**config.mk**
```make
export PLATFORM = sky130hd
export DESIGN_NAME = timer_bcd_countdown
export DESIGN_NICKNAME = d
export VERILOG_FILES = /design/src/rtl/timer_bcd_countdown_pkg.sv /design/src/rtl/timer_bcd_countdown_bcd_digit_down.sv /design/src/rtl/timer_bcd_countdown.sv
export SDC_FILE = /design/constraint.sdc
export NUM_CORES = 1
export LEC_CHECK = 0
export ABC_CLOCK_PERIOD_IN_PS = 3550
export CAP_MARGIN = 10
export CORE_ASPECT_RATIO = 0.7
export CORE_MARGIN = 8
export CORE_UTILIZATION = 52
export DETAILED_ROUTE_END_ITERATION = 16
export GPL_ROUTABILITY_DRIVEN = 0
export PLACE_DENSITY_LB_ADDON = 0.15
export SETUP_SLACK_MARGIN = 0.4
export SYNTH_ARGS = -nofsm -noshare
export SYNTH_HDL_FRONTEND = slang
export SYNTH_HIERARCHICAL = 1
export SYNTH_SLANG_ARGS = --single-unit
```
**constraint.sdc**
```tcl
create_clock -name clk -period 3.55 [get_ports clk]
set_clock_uncertainty 0.2 [all_clocks]
set_input_delay 0.71 -clock clk [delete_from_list [all_inputs] [get_ports clk]]
set_output_delay 0.71 -clock clk [all_outputs]
set_load 0.02 [all_outputs]
```
**src/rtl/timer_bcd_countdown_pkg.sv**
```systemverilog
`default_nettype none
// ============================================================================
// Module      : timer_bcd_countdown_pkg
// Description : Shared state encoding, BCD limit and clamp helper for the
//               two-digit BCD countdown timer.
// Revision    : 1.0 - initial release
// ============================================================================
package timer_bcd_countdown_pkg;

    typedef enum logic [1:0] {
        IDLE   = 2'd0,
        RUN    = 2'd1,
        PAUSED = 2'd2,
        DONE   = 2'd3
    } state_t;

    localparam logic [3:0] BCD_MAX = 4'd9;

    // Preset digits above 9 are not valid BCD; saturate them to 9.
    function automatic logic [3:0] bcd_clamp(input logic [3:0] value);
        return (value > BCD_MAX) ? BCD_MAX : value;
    endfunction

endpackage
`default_nettype wire

```
**src/rtl/timer_bcd_countdown_bcd_digit_down.sv**
```systemverilog
`default_nettype none
// ============================================================================
// Module      : timer_bcd_countdown_bcd_digit_down
// Description : One BCD digit with clamped load, decrement enable and a
//               borrow-out that fires when a decrement wraps 0 -> 9.
// Revision    : 1.0 - initial release
// ============================================================================
module timer_bcd_countdown_bcd_digit_down
    import timer_bcd_countdown_pkg::*;
(
    input  logic       clk,
    input  logic       rst_n,
    input  logic       i_load,
    input  logic [3:0] i_load_val,
    input  logic       i_dec_en,
    output logic [3:0] o_digit,
    output logic       o_borrow
);

    logic [3:0] r_digit;

    // Digit register: load has priority over decrement; 0 wraps to 9.
    always_ff @(posedge clk) begin
        if (!rst_n) begin
            r_digit <= 4'd0;
        end else if (i_load) begin
            r_digit <= bcd_clamp(i_load_val);
        end else if (i_dec_en) begin
            r_digit <= (r_digit == 4'd0) ? BCD_MAX : (r_digit - 4'd1);
        end
    end

    assign o_digit  = r_digit;
    assign o_borrow = i_dec_en && (r_digit == 4'd0);

endmodule
`default_nettype wire

```
**src/rtl/timer_bcd_countdown.sv**
```systemverilog
`default_nettype none
// ============================================================================
// Module      : timer_bcd_countdown
// Description : Two-digit BCD countdown timer (00-99) with load, start,
//               pause/resume, one-cycle done pulse and a free-running
//               display scan select.
// Revision    : 1.0 - initial release
// ============================================================================
module timer_bcd_countdown
    import timer_bcd_countdown_pkg::*;
#(
    parameter int unsigned CLK_DIV  = 50000000,
    parameter int unsigned SCAN_DIV = 50000
)
(
    input  logic       clk,
    input  logic       rst_n,
    input  logic       load,
    input  logic [3:0] preset_tens,
    input  logic [3:0] preset_units,
    input  logic       start,
    input  logic       pause,
    output logic [3:0] tens,
    output logic [3:0] units,
    output logic       scan_sel,
    output logic       running,
    output logic       done
);

    localparam int unsigned PRESC_W = $clog2(CLK_DIV);
    localparam int unsigned SCAN_W  = $clog2(SCAN_DIV + 1);
    localparam logic [PRESC_W-1:0] c_presc_max = PRESC_W'(CLK_DIV - 1);
    localparam logic [SCAN_W-1:0]  c_scan_max  = SCAN_W'(SCAN_DIV - 1);

    state_t              r_state;
    state_t              w_state_next;
    logic [PRESC_W-1:0]  r_presc;
    logic [PRESC_W-1:0]  w_presc_next;
    logic [SCAN_W-1:0]   r_scan_cnt;
    logic                r_scan_sel;
    logic                r_running;
    logic                r_done;
    logic                w_done_next;
    logic                w_tick;
    logic                w_units_borrow;
    logic                w_unused_tens_borrow;
    logic                w_tick_hits_zero;

    // A tick from 01 is the only way the count can land on 00.
    assign w_tick_hits_zero = (tens == 4'd0) && (units == 4'd1);

    // Units decrement on each tick; tens decrement on units borrow.
    timer_bcd_countdown_bcd_digit_down u_units (
        .clk        (clk),
        .rst_n      (rst_n),
        .i_load     (load),
        .i_load_val (preset_units),
        .i_dec_en   (w_tick),
        .o_digit    (units),
        .o_borrow   (w_units_borrow)
    );

    timer_bcd_countdown_bcd_digit_down u_tens (
        .clk        (clk),
        .rst_n      (rst_n),
        .i_load     (load),
        .i_load_val (preset_tens),
        .i_dec_en   (w_units_borrow),
        .o_digit    (tens),
        .o_borrow   (w_unused_tens_borrow)
    );

    // Next-state, prescaler and tick decisions; load overrides everything.
    always_comb begin
        w_state_next = r_state;
        w_presc_next = r_presc;
        w_done_next  = 1'b0;
        w_tick       = 1'b0;
        if (load) begin
            w_state_next = IDLE;
            w_presc_next = '0;
        end else begin
            case (r_state)
                RUN: begin
                    if (r_presc == c_presc_max) begin
                        w_tick       = 1'b1;
                        w_presc_next = '0;
                        if (w_tick_hits_zero) begin
                            w_state_next = DONE;
                            w_done_next  = 1'b1;
                        end else if (pause) begin
                            w_state_next = PAUSED;
                        end
                    end else if (pause) begin
                        w_state_next = PAUSED;
                    end else begin
                        w_presc_next = r_presc + 1'b1;
                    end
                end
                PAUSED: begin
                    if (pause) begin
                        w_state_next = RUN;
                    end
                end
                IDLE, DONE: begin
                    if (start) begin
                        if ((tens == 4'd0) && (units == 4'd0)) begin
                            w_state_next = DONE;
                            w_done_next  = 1'b1;
                        end else begin
                            w_state_next = RUN;
                            w_presc_next = '0;
                        end
                    end
                end
                default: begin
                    w_state_next = IDLE;
                end
            endcase
        end
    end

    // State, prescaler and registered status outputs.
    always_ff @(posedge clk) begin
        if (!rst_n) begin
            r_state   <= IDLE;
            r_presc   <= '0;
            r_running <= 1'b0;
            r_done    <= 1'b0;
        end else begin
            r_state   <= w_state_next;
            r_presc   <= w_presc_next;
            r_running <= (w_state_next == RUN);
            r_done    <= w_done_next;
        end
    end

    // Free-running scan divider: toggle scan_sel every SCAN_DIV cycles.
    always_ff @(posedge clk) begin
        if (!rst_n) begin
            r_scan_cnt <= '0;
            r_scan_sel <= 1'b0;
        end else if (r_scan_cnt == c_scan_max) begin
            r_scan_cnt <= '0;
            r_scan_sel <= ~r_scan_sel;
        end else begin
            r_scan_cnt <= r_scan_cnt + 1'b1;
        end
    end

    assign scan_sel = r_scan_sel;
    assign running  = r_running;
    assign done     = r_done;

endmodule
`default_nettype wire
```
# Word level (Yosys, flattened, before mapping)
# Cells that the tools add are included.
# Widths: inputs -> output; s select.
dict set report op_classes {
  n_addsub 4
  order_cmp 2
  eq_ne 10
  n_mux 29
  n_bitwise 2
  reduce_logical 13
}
# operator count
set ops {}
lappend ops {{$mux 26} 4}
lappend ops {{$pmux 26 s2} 1}
lappend ops {{$mux 4} 8}
lappend ops {{$add 26x1->26 const B} 1}
lappend ops {{$eq 26x26->1 const B} 1}
lappend ops {{$add 16x1->16 const B} 1}
lappend ops {{$eq 16x16->1 const B} 1}
lappend ops {{$mux 2} 7}
lappend ops {{$gt 4x4->1 const B} 2}
lappend ops {{$logic_not 4->1} 2}
lappend ops {{$sub 4x1->4 const B} 2}
lappend ops {{$mux 1} 7}
lappend ops {{$pmux 2 s3} 1}
lappend ops {{$reduce_bool 2->1} 3}
lappend ops {{$reduce_or 2->1} 3}
lappend ops {{$eq 2x1->1 const B} 2}
lappend ops {{$eq 2x2->1 const B} 2}
lappend ops {{$eq 4x1->1 const B} 1}
lappend ops {{$ne 2x2->1 const B} 2}
lappend ops {{$reduce_and 4->1} 1}
lappend ops {{$logic_and 1x1->1} 3}
lappend ops {{$ne 3x3->1 const B} 1}
lappend ops {{$logic_not 2->1} 1}
lappend ops {{$not 1->1} 2}
lappend ops {{$pmux 1 s2} 1}
dict set report totals {
  register_bits 55
  out_inout_bits 11
  word_cells 68
}

# Logic depth before layout (Yosys ltp)
# Gate-level depths: netlist (run 1).
dict set report depth {
  depth_word 7
  depth_mapped 10
  depth_no_buf 10
}

# Modules after synthesis
# The synthesis (run 1) kept the hierarchy.
# mod n_inst cells_each area_per_inst_um2 seq_area_each_um2
set by_module_without_submodules {}
lappend by_module_without_submodules {timer_bcd_countdown 1 308 2536.2 940.9}
lappend by_module_without_submodules {timer_bcd_countdown_bcd_digit_down 2 26 231.5 80.1}

# Least setup slack after synthesis (run 1)
# OpenSTA, ideal clock, no wires.
dict set report synth_path {
  kind {reg-to-reg}
  start {register r_presc[0]}
  end {register u_tens.r_digit[3], in the netlist u_tens/o_digit[3]}
  arrival_ps 3172
  required_ps 3228
  slack_ps 56
  path_stages_with_launch 11
  period_less_slack_ps 3494
  cell_sequence {dfxtp_1 > ha_1 > nand4_1 > nor4_2 > nand2_1 > nor3_1 > or3b_4 > nor3_1 > or3b_4 > o21a_1 > o311a_1}
}
dict set report synth_between {
  elab_chain_cells 6
}
# item line_no
set synth_lines {}
lappend synth_lines {{from (decl)} timer_bcd_countdown.sv:37} ;# logic [PRESC_W-1:0] r_presc;
lappend synth_lines {{from (signal assigned)} timer_bcd_countdown.sv:132} ;# r_presc <= w_presc_next;
lappend synth_lines {{$eq 26x26->1} timer_bcd_countdown.sv:85} ;# if (r_presc == c_presc_max) begin
lappend synth_lines {{$mux 1} timer_bcd_countdown.sv:85}
lappend synth_lines {{$mux 1} timer_bcd_countdown.sv:83} ;# case (r_state)
lappend synth_lines {{$mux 1} timer_bcd_countdown.sv:79} ;# if (load) begin
lappend synth_lines {{via w_tick} timer_bcd_countdown.sv:44} ;# logic w_tick;
lappend synth_lines {{$logic_and 1x1->1} timer_bcd_countdown_bcd_digit_down.sv:34} ;# assign o_borrow = i_dec_en && (r_digit == 4'd0);
lappend synth_lines {{via w_units_borrow} timer_bcd_countdown.sv:45} ;# logic w_units_borrow;
lappend synth_lines {{$reduce_bool 2->1 (no line)} n/a}
lappend synth_lines {{to (signal assigned)} timer_bcd_countdown_bcd_digit_down.sv:27} ;# r_digit <= bcd_clamp(i_load_val);
lappend synth_lines {{to (signal assigned)} timer_bcd_countdown_bcd_digit_down.sv:29} ;# r_digit <= (r_digit == 4'd0) ? BCD_MAX : (r_digit - 4'd1);
lappend synth_lines {{to (decl)} timer_bcd_countdown_bcd_digit_down.sv:20} ;# logic [3:0] r_digit;
# The timed path passes the listed nets, and every way through them passes these cells.
# A chain may end at the register's enable or synchronous reset.

# Worst setup path in the final report (run 1)
dict set report layout_path {
  start {register r_presc[11]}
  end {register u_tens.r_digit[3], in the netlist u_tens/o_digit[3]}
}
# The elaborated chain is that of the path after synthesis.

==> metrics.yaml, run 1 <==
outcome:
  status: "finished clean"
layout:
  final_area_um2: 3600
  fillers: 509
  post-route-util_pct: 63.9
  syn_to_final_growth_pct: 20.1
  drive_gt1_share_pct: 13.9
  num_antenna_cells: 0
  fin_nets: 418
  final_cells: 477
setup_path:
  worstSetupStartpointType: "flop"
  worstSetupPathDepth: 9
  crit_end: "u_tens/o_digit[3]"
  cp_max_fo: 4
  worst-endpoint-arrival_ps: 3190
  startpoint: "r_presc[11]"
  crit_type: "flop to flop"
  r2r_slack_ps: 370
  reg2reg_to: "u_tens/o_digit[3]"
  cp_slowest_stage_delay_ps: 540
  critPathSlowestCell: "or4b_4"
  reg2regPathDepth: 9
  critPathRequiredTime_ps: 3560
  critPathTopFamily: "simple AND/OR/NAND/NOR gates"
  cp.buffers_inverters: 0
  cp_cell_sequence: "or4b_4 > nor4_4 > nand2_2 > nor3_4 > or3b_4 > nor3_4 > or3b_4 > o21a_1 > o311a_1"
  cp-end-kind: "flop"
  r2r-start: "r_presc[11]"
timing:
  max_clock_freq_mhz: 314
  finalWorstPathRequiredPeriod_ps: 3180
  hold_viol_final: 0
  relSlewSlack_pct: 60.4
  tns_ps: 0
  worst_pin_slew_ps: 589
  worst_slack_ps: 366
  setup_viol: 0
  hold_ws_ps: 286
  rsz0062_at_grt: "yes"
  fin_crit_sh_pct: 89.7
  drv_slew: 0
flow_run:
  maxCapViolCount: 0
pwr:
  leakage_nw: 1.33
  power_density_nw_per_um2: 340
  ir_drop_mv: 0.188
  total_power_mw: 1.22
placement:
  place_area_um2: 3380
  post-dp-hpwl_um: 5160
  place_ws_ps: 253
  port_buffers: 23
  dp.cells: 456
floorplanning:
  io-pin-count: 24
  core_area_um2: 5640
  start_util_pct: 53.2
  die_area_um2: 8490
  fp.dieH_um: 79.5
  row_count: 23
  die_x_um: 107
route:
  antenna_left: 0
  vias: 2857
  drt_wl_total_um: 7200
  drt_iter0_drc: 142
  via_per_inst: 5.99
  drt_first_pass_iters: 5
  route.detailed.drc: 0
  wl_per_cell_um: 15.1
clock_tree:
  clk_path_buf_depth: 2
  cts_max_level: 2
  postCtsHoldBufs: 0
  cts_sinks: 55
  cts_tree: "built"
  cts_inserted_buffers: 5
  clk_pin_slew_ps: 100
  cts_root_buf: "clkbuf_8"
  clk_latency_ps: 310
grt:
  grt_pass1_vias: 2590
  antenna_found_initial: 0
  grt_pass1_wl_um: 12200
  track_usage_pct: 17.3
  grt_max_degree: 24
  grt.overflow.total: 0
synthesis:
  avgSynthCellArea_um2: 8.33
  synth.most_common_cell: "dfxtp_1"
  netlist_instances: 360
  ys_warn_count: 6
  synth_top_cells_by_count: "55 x dfxtp_1, 41 x nor2_1, 24 x nand2_1"
  synth_ff_type: "dfxtp_1"
  netlist_area_um2: 3000
  netlist-cell-type-count: 57
  ys_top_cells_by_area: "dfxtp_1 37%, nor2_1 5.1%, nand4_1 3.8%"
  synth_top_area_share_pct: 36.7
  synth_edf_count: 0
  synth_nets: 377
  async_flop_share_pct: 0
  synth_top_area_cell: "dfxtp_1"
  ys_seq_elements: 55
  yosysSeqAreaShare_pct: 36.7
hold_path:
  hold_path_class: "flop to flop"
layer usage:
layer  GRT usage (%)  share of wire (%)  wire (um)
met4            6.01                1.3         93
met1            23.2                 48       3490
met3            4.44                7.4        530
met2            26.4                 43       3090
met5               0                  0          0
repair_timing:
| item | 4_1_cts | 5_1_grt |
|---|---|---|
| resized for setup | 3 | 1 |
| buffers inserted | 10 | 3 |
| endpoints found under the setup margin | 2 | 4 |
| pin swaps | 2 | 0 |
state kept, by name, indices dropped and copies added, names as in the netlist:
signal           cells
u_tens/o_digit       4
r_presc             26
u_units/o_digit      4
r_scan_cnt          16
done                 1
running              1
scan_sel             1
r_state              2
kinds of logic (layout without fill, tap and decap cells):
| group | after synthesis | after routing | synth area share (%) |
|---|---|---|---|
| flops | 55 | 55 | 36.7 |
| xor+xnor | 15 | 15 | 4.38 |
| fa+ha+maj | 4 | 4 | 1.67 |
| simple gates | 182 | 182 | 35.0 |
| buf+inv | 24 | 66 | 3.25 |
| compound gates | 80 | 80 | 18.9 |
where the power goes:
part           switching [mW]  internal, mW
Combinational          0.0887        0.0632
Sequential             0.0142         0.628
Clock                   0.201         0.228
cell usage in the layout (no fill, tap or decap), types with 3 or more instances in the layout:
master,netlist,routed
a21oi_1,19,19
a221o_1,7,7
and2_1,7,7
and2b_2,4,4
and3_1,16,16
and4_1,3,3
buf_4,0,24
clkbuf_8,0,6
clkdlybuf4s50_1,0,23
dfxtp_1,55,52
dfxtp_2,0,3
ha_1,4,4
inv_1,11,11
nand2_1,24,23
nand2b_1,6,6
nand3_1,10,10
nand3b_1,4,4
nand4_1,18,18
nor2_1,41,41
nor3_1,11,9
nor4_1,3,3
o21a_1,5,5
o21ai_0,13,13
o311a_1,6,6
o31ai_1,10,10
or2_2,4,4
or3_1,3,3
or4_1,11,11
xnor2_1,7,7
xor2_1,8,8
worst register-to-register path, cell delays in order, from the launching register on:
cell and delay [ps]:
dfxtp_2 330, or4b_4 540, nor4_4 340, nand2_2 120
nor3_4 140, or3b_4 430, nor3_4 130, or3b_4 410
o21a_1 180, o311a_1 270
layout make-up:
type / instances / area (um^2) / area share [%]
multi-input cells: 281 / 1830 / 50.9
clock inverters: 2 / 35.0 / 0.973
inverters: 11 / 41.3 / 1.15
flip-flops and latches: 55 / 1100 / 30.7
clock buffers: 6 / 82.6 / 2.29
well taps: 75 / 93.8 / 2.61
repair buffers: 47 / 410 / 11.4
how the worst min path moves through the flow:
stage | start | slack (ps) | to | cells past startpoint
after global routing | r_scan_cnt[0] | 310 | r_scan_cnt[0] | 1
after detailed placement | r_scan_cnt[0] | 260 | r_scan_cnt[0] | 1
after floorplan | r_scan_cnt[0] | 230 | r_scan_cnt[0] | 1
after CTS | r_scan_cnt[0] | 290 | r_scan_cnt[0] | 1
after global placement | r_scan_cnt[0] | 250 | r_scan_cnt[0] | 1
final | r_scan_cnt[0] | 290 | r_scan_cnt[0] | 1
No activity file was read; power rests on OpenSTA's default activity.
==> run 2: changes to the inputs <==
--- a/config.mk
+++ b/config.mk
@@ -13,7 +13,7 @@
 export DETAILED_ROUTE_END_ITERATION = 16
 export GPL_ROUTABILITY_DRIVEN = 0
 export PLACE_DENSITY_LB_ADDON = 0.15
-export SETUP_SLACK_MARGIN = 0.4
+export SETUP_SLACK_MARGIN = 0.02
 export SYNTH_ARGS = -nofsm -noshare
 export SYNTH_HDL_FRONTEND = slang
 export SYNTH_HIERARCHICAL = 1
==> run 2 against run 1 <==
Sequential share of layout area grew 1.0 points. Critical endpoint unchanged. Register-to-register slack lost 160 ps. Final area shrank 3.6%. Combinational power is essentially flat.
==> metrics.yaml, run 2 (same netlist as run 1, synthesis figures left out) <==
outcome:
  status: "finished clean"
floorplanning:
  core_area_um2: 5640
  io-pin-count: 24
  die_x_um: 107
  fp.dieH_um: 79.5
  row_count: 23
  start_util_pct: 53.2
  die_area_um2: 8490
timing:
  relSlewSlack_pct: 66.1
  finalWorstPathRequiredPeriod_ps: 3340
  worst_slack_ps: 210
  worst_pin_slew_ps: 508
  max_clock_freq_mhz: 299
  tns_ps: 0
  drv_slew: 0
  hold_viol_final: 0
  fin_crit_sh_pct: 94.1
  setup_viol: 0
  rsz0062_at_grt: "no"
route:
  drt_iter0_drc: 270
  route.detailed.drc: 0
  antenna_left: 0
  wl_per_cell_um: 15.6
  vias: 2791
  drt_wl_total_um: 7290
  via_per_inst: 5.96
  drt_first_pass_iters: 5
grt:
  grt_pass1_vias: 2483
  grt_pass1_wl_um: 12300
  top_usage_layer: "met1"
  grt_max_degree: 24
  track_usage_pct: 17.7
  grt.met2_usage_pct: 24.9
  antenna_found_initial: 0
  use_met3_pct: 3.87
  grt_use_met1_pct: 26.2
  grt.overflow.total: 0
setup_path:
  critPathRequiredTime_ps: 3550
  reg2reg_to: "u_tens/o_digit[3]"
  r2r_slack_ps: 210
  cp_max_fo: 5
  critPathMostFrequentCell: "or3b_4"
  worstSetupStartpointType: "flop"
  crit_type: "flop to flop"
  r2r-start: "r_presc[11]"
  cp_slowest_stage_delay_ps: 560
  worst-endpoint-arrival_ps: 3340
  reg2regPathDepth: 9
  cp_cell_sequence: "or4b_4 > nor4_4 > nand2_1 > nor3_2 > or3b_4 > nor3_1 > or3b_4 > o21a_1 > o311a_1"
  critPathSlowestCell: "or4b_4"
  cp-end-kind: "flop"
layout:
  final_cells: 468
  layout_commonest_cell: "dfxtp_1"
  syn_to_final_growth_pct: 15.8
  num_antenna_cells: 0
  reg_top3: "r_presc: 26 flops, r_scan_cnt: 16 flops"
  largest_reg_flops: 26
  drive_gt1_share_pct: 10.4
  fillers: 499
  fin_nets: 409
  final_cell_mix: "55 x dfxtp_1, 41 x nor2_1, 24 x nand2_1, 23 x clkdlybuf4s50_1, 19 x a21oi_1"
  top_register: "r_presc"
clock_tree:
  clk_latency_ps: 310
  clk_path_buf_depth: 2
  cts_sinks: 55
  cts_inserted_buffers: 5
  postCtsHoldBufs: 0
  clk_pin_slew_ps: 100
  cts_tree: "built"
  cts_root_buf: "clkbuf_8"
  cts_max_level: 2
placement:
  dp.cells: 459
  port_buffers: 23
  post-dp-hpwl_um: 5390
  place_ws_ps: 173
hold_path:
  hold_path_depth: 1
  hold_path_class: "flop to flop"
  whs_endpoint: "r_scan_cnt[0]"
  hp-start: "r_scan_cnt[0]"
pwr:
  leakage_nw: 1.26
  ir_drop_mv: 0.232
  power_density_nw_per_um2: 330
  total_power_mw: 1.15
flow_run:
  maxCapViolCount: 0
## run 2: cell types whose count changed in the layout (fill, tap and decap cells not counted), moves of 2 or more
cell     previous run  this run
dfxtp_2             3         0
nor3_4              2         0
buf_4              24        15
dfxtp_1            52        55
## run 2: power by group
group / internal, mW / total [mW] / switching, mW
sequential: 0.628 / 0.642 / 0.0135
clock: 0.142 / 0.354 / 0.211
combinational: 0.0646 / 0.150 / 0.0858
## run 2: critical path: cells and delay by family, from the launching register on
kind             cells  cell delay [ps]
AO/OA/AOI/OAI        2              450
flip-flops           1              360
AND/OR/NAND/NOR      7             2220
## run 2: per-stage QoR
stage          utilization, %  instance area, um^2  hold WS [ps]
6_report                 61.6                 3470           273
5_1_grt                  61.6                 3470           303
4_1_cts                  61.4                 3460           279
3_5_place_dp             59.8                 3370           252
3_3_place_gp             59.8                 3370           240
2_1_floorplan               -                 3000           230
## run 2: worst max-delay path by stage
stage                 from                 to  depth (start not counted)
2_1_floorplan   r_presc[0]  u_tens/o_digit[3]                         10
3_3_place_gp   r_presc[11]  u_tens/o_digit[3]                          9
3_5_place_dp   r_presc[11]  u_tens/o_digit[3]                          9
4_1_cts        r_presc[11]  u_tens/o_digit[3]                          9
5_1_grt        r_presc[11]  u_tens/o_digit[3]                          9
6_report       r_presc[11]  u_tens/o_digit[3]                          9
## run 2: cell type report
| cell class | count | area [um^2] | area share, % |
|---|---|---|---|
| timing repair buffer | 38 | 343 | 9.87 |
| sequential | 55 | 1100 | 31.7 |
| tap | 75 | 93.8 | 2.70 |
| multi-input combinational | 281 | 1810 | 52.0 |
| clock buffer | 6 | 72.6 | 2.09 |
| inverter | 11 | 41.3 | 1.19 |
| clock inverter | 2 | 16.3 | 0.468 |
## run 2: timing repair
item	4_1_cts	5_1_grt
setup endpoints to repair	0	1
resized for setup	0	1
setup buffers	0	0
hold endpoints to repair	0	0
## run 2: per-layer routing
| metal | wire, um | part of all wire (%) |
|---|---|---|
| met1 | 3760 | 52 |
| met3 | 444 | 6.1 |
| met4 | 65 | 0.89 |
| met5 | 0 | 0 |
| met2 | 3020 | 41 |
==> run 3: changes to the inputs <==
--- a/config.mk
+++ b/config.mk
@@ -14,6 +14,7 @@
 export GPL_ROUTABILITY_DRIVEN = 0
 export PLACE_DENSITY_LB_ADDON = 0.15
 export SETUP_SLACK_MARGIN = 0.02
+export SLEW_MARGIN = 20
 export SYNTH_ARGS = -nofsm -noshare
 export SYNTH_HDL_FRONTEND = slang
 export SYNTH_HIERARCHICAL = 1
==> run 3 against run 2 <==
Non-clock buffer count shrank 1. Global-route usage is the same. Sequential cell count is the same. Sequential power is essentially flat. Final area shrank 0.14%. Worst setup slack lost 0.54 ps. Clock-buffer cell count is the same. Via count grew 0.11%. Fmax is essentially flat. Core utilization shrank 0.089 points. Critical endpoint unchanged. Worst hold slack is essentially flat.
==> metrics.yaml, run 3 (same netlist as run 1, synthesis figures left out) <==
setup_path:
  cp_max_fo: 5
  worstSetupStartpointType: "flop"
  cp-end-kind: "flop"
  crit_type: "flop to flop"
  cp_slowest_stage_delay_ps: 550
  critPathRequiredTime_ps: 3550
  critPathMostFrequentCell: "or3b_4"
  cp_cell_sequence: "or4b_4 > nor4_4 > nand2_1 > nor3_2 > or3b_4 > nor3_1 > or3b_4 > o21a_1 > o311a_1"
  worst-endpoint-arrival_ps: 3340
  r2r_slack_ps: 210
  critPathSlowestCell: "or4b_4"
floorplanning:
  fp.dieH_um: 79.5
  core_area_um2: 5640
  io-pin-count: 24
  start_util_pct: 53.2
  die_x_um: 107
  die_area_um2: 8490
  row_count: 23
layout:
  final_area_um2: 3470
  final_cells: 467
  fillers: 498
  post-route-util_pct: 61.5
  reg_top3: "r_presc: 26 flops, r_scan_cnt: 16 flops"
  final_cell_mix: "55 x dfxtp_1, 40 x nor2_1, 24 x nand2_1, 23 x clkdlybuf4s50_1, 19 x a21oi_1"
  fin_nets: 408
  drive_gt1_share_pct: 10.5
  syn_to_final_growth_pct: 15.6
  layout_commonest_cell: "dfxtp_1"
  largest_reg_flops: 26
  num_antenna_cells: 0
  top_register: "r_presc"
grt:
  grt_pass1_wl_um: 12300
  grt.overflow.total: 0
  track_usage_pct: 17.7
  grt_pass1_vias: 2483
  grt_max_degree: 24
  antenna_found_initial: 0
timing:
  max_clock_freq_mhz: 299
  drv_slew: 0
  tns_ps: 0
  rsz0062_at_grt: "no"
  worst_pin_slew_ps: 799
  setup_viol: 0
  relSlewSlack_pct: 46.7
  worst_slack_ps: 210
  hold_viol_final: 0
  finalWorstPathRequiredPeriod_ps: 3340
  fin_crit_sh_pct: 94.1
placement:
  dp.cells: 459
  post-dp-hpwl_um: 5390
  port_buffers: 23
  place_area_um2: 3370
  place_ws_ps: 173
route:
  wl_per_cell_um: 15.7
  antenna_left: 0
  via_per_inst: 5.98
  drt_first_pass_iters: 4
  drt_wl_total_um: 7330
  vias: 2794
  drt_iter0_drc: 329
  route.detailed.drc: 0
outcome:
  status: "finished clean"
clock_tree:
  clk_pin_slew_ps: 100
  cts_inserted_buffers: 5
  cts_max_level: 2
  clk_path_buf_depth: 2
  post_cts_buffers: 0
  clk_latency_ps: 310
  cts_root_buf: "clkbuf_8"
  cts_sinks: 55
  cts_tree: "built"
pwr:
  ir_drop_mv: 0.217
  leakage_nw: 1.25
  power_density_nw_per_um2: 330
hold_path:
  hold_path_class: "flop to flop"
flow_run:
  maxCapViolCount: 0
## run 3: cell types whose count changed in the layout (fill, tap and decap cells not counted), sizes merged
cell,delta
buf,-1
## run 3: routing by layer
metal	share of wire, %	global-route usage [%]	up-vias
met2	42	24.9	79
met4	0.75	4.90	0
li1	-	-	1412
met5	0	0	-
met3	6.4	3.87	6
met1	51	26.2	1297
## run 3: critical path: cells and delay by family (launching register included)
family           cells  cell delay (ps)
flip-flops           1              360
AO/OA/AOI/OAI        2              450
AND/OR/NAND/NOR      7             2210
## run 3: through the flow
step	hold slack [ps]	power (mW)
detailed placement	252	0.802
CTS	279	1.15
global placement	240	0.800
global route	303	1.20
finish	273	1.14
floorplan	230	0.743
## run 3: where the power goes
group / leakage, nW / internal [mW] / switching, mW
Combinational: 0.766 / 0.0629 / 0.0855
Clock: 0.0418 / 0.142 / 0.210
Sequential: 0.446 / 0.628 / 0.0135
Total: 1.25 / 0.834 / 0.309
## run 3: final cells by class
type | count | area, um^2 | area share (%)
sequential | 55 | 1100 | 31.7
clock buffer | 6 | 72.6 | 2.09
multi-input combinational | 281 | 1810 | 52.1
timing repair buffer | 37 | 335 | 9.67
clock inverter | 2 | 16.3 | 0.469
inverter | 11 | 41.3 | 1.19
tap | 75 | 93.8 | 2.71
## run 3: path summary, 6_finish.rpt
kind | start | end | cells after the start
setup / recovery | r_presc[11] | u_tens/o_digit[3] | 9
hold / removal | r_scan_cnt[0] | r_scan_cnt[0] | 1
setup reg to reg | r_presc[11] | u_tens/o_digit[3] | 9
hold reg to reg | r_scan_cnt[0] | r_scan_cnt[0] | 1
## run 3: repair_timing
item | CTS | global route
resized for setup | 0 | 1
hold buffers | 0 | 0
setup endpoints to repair | 0 | 1
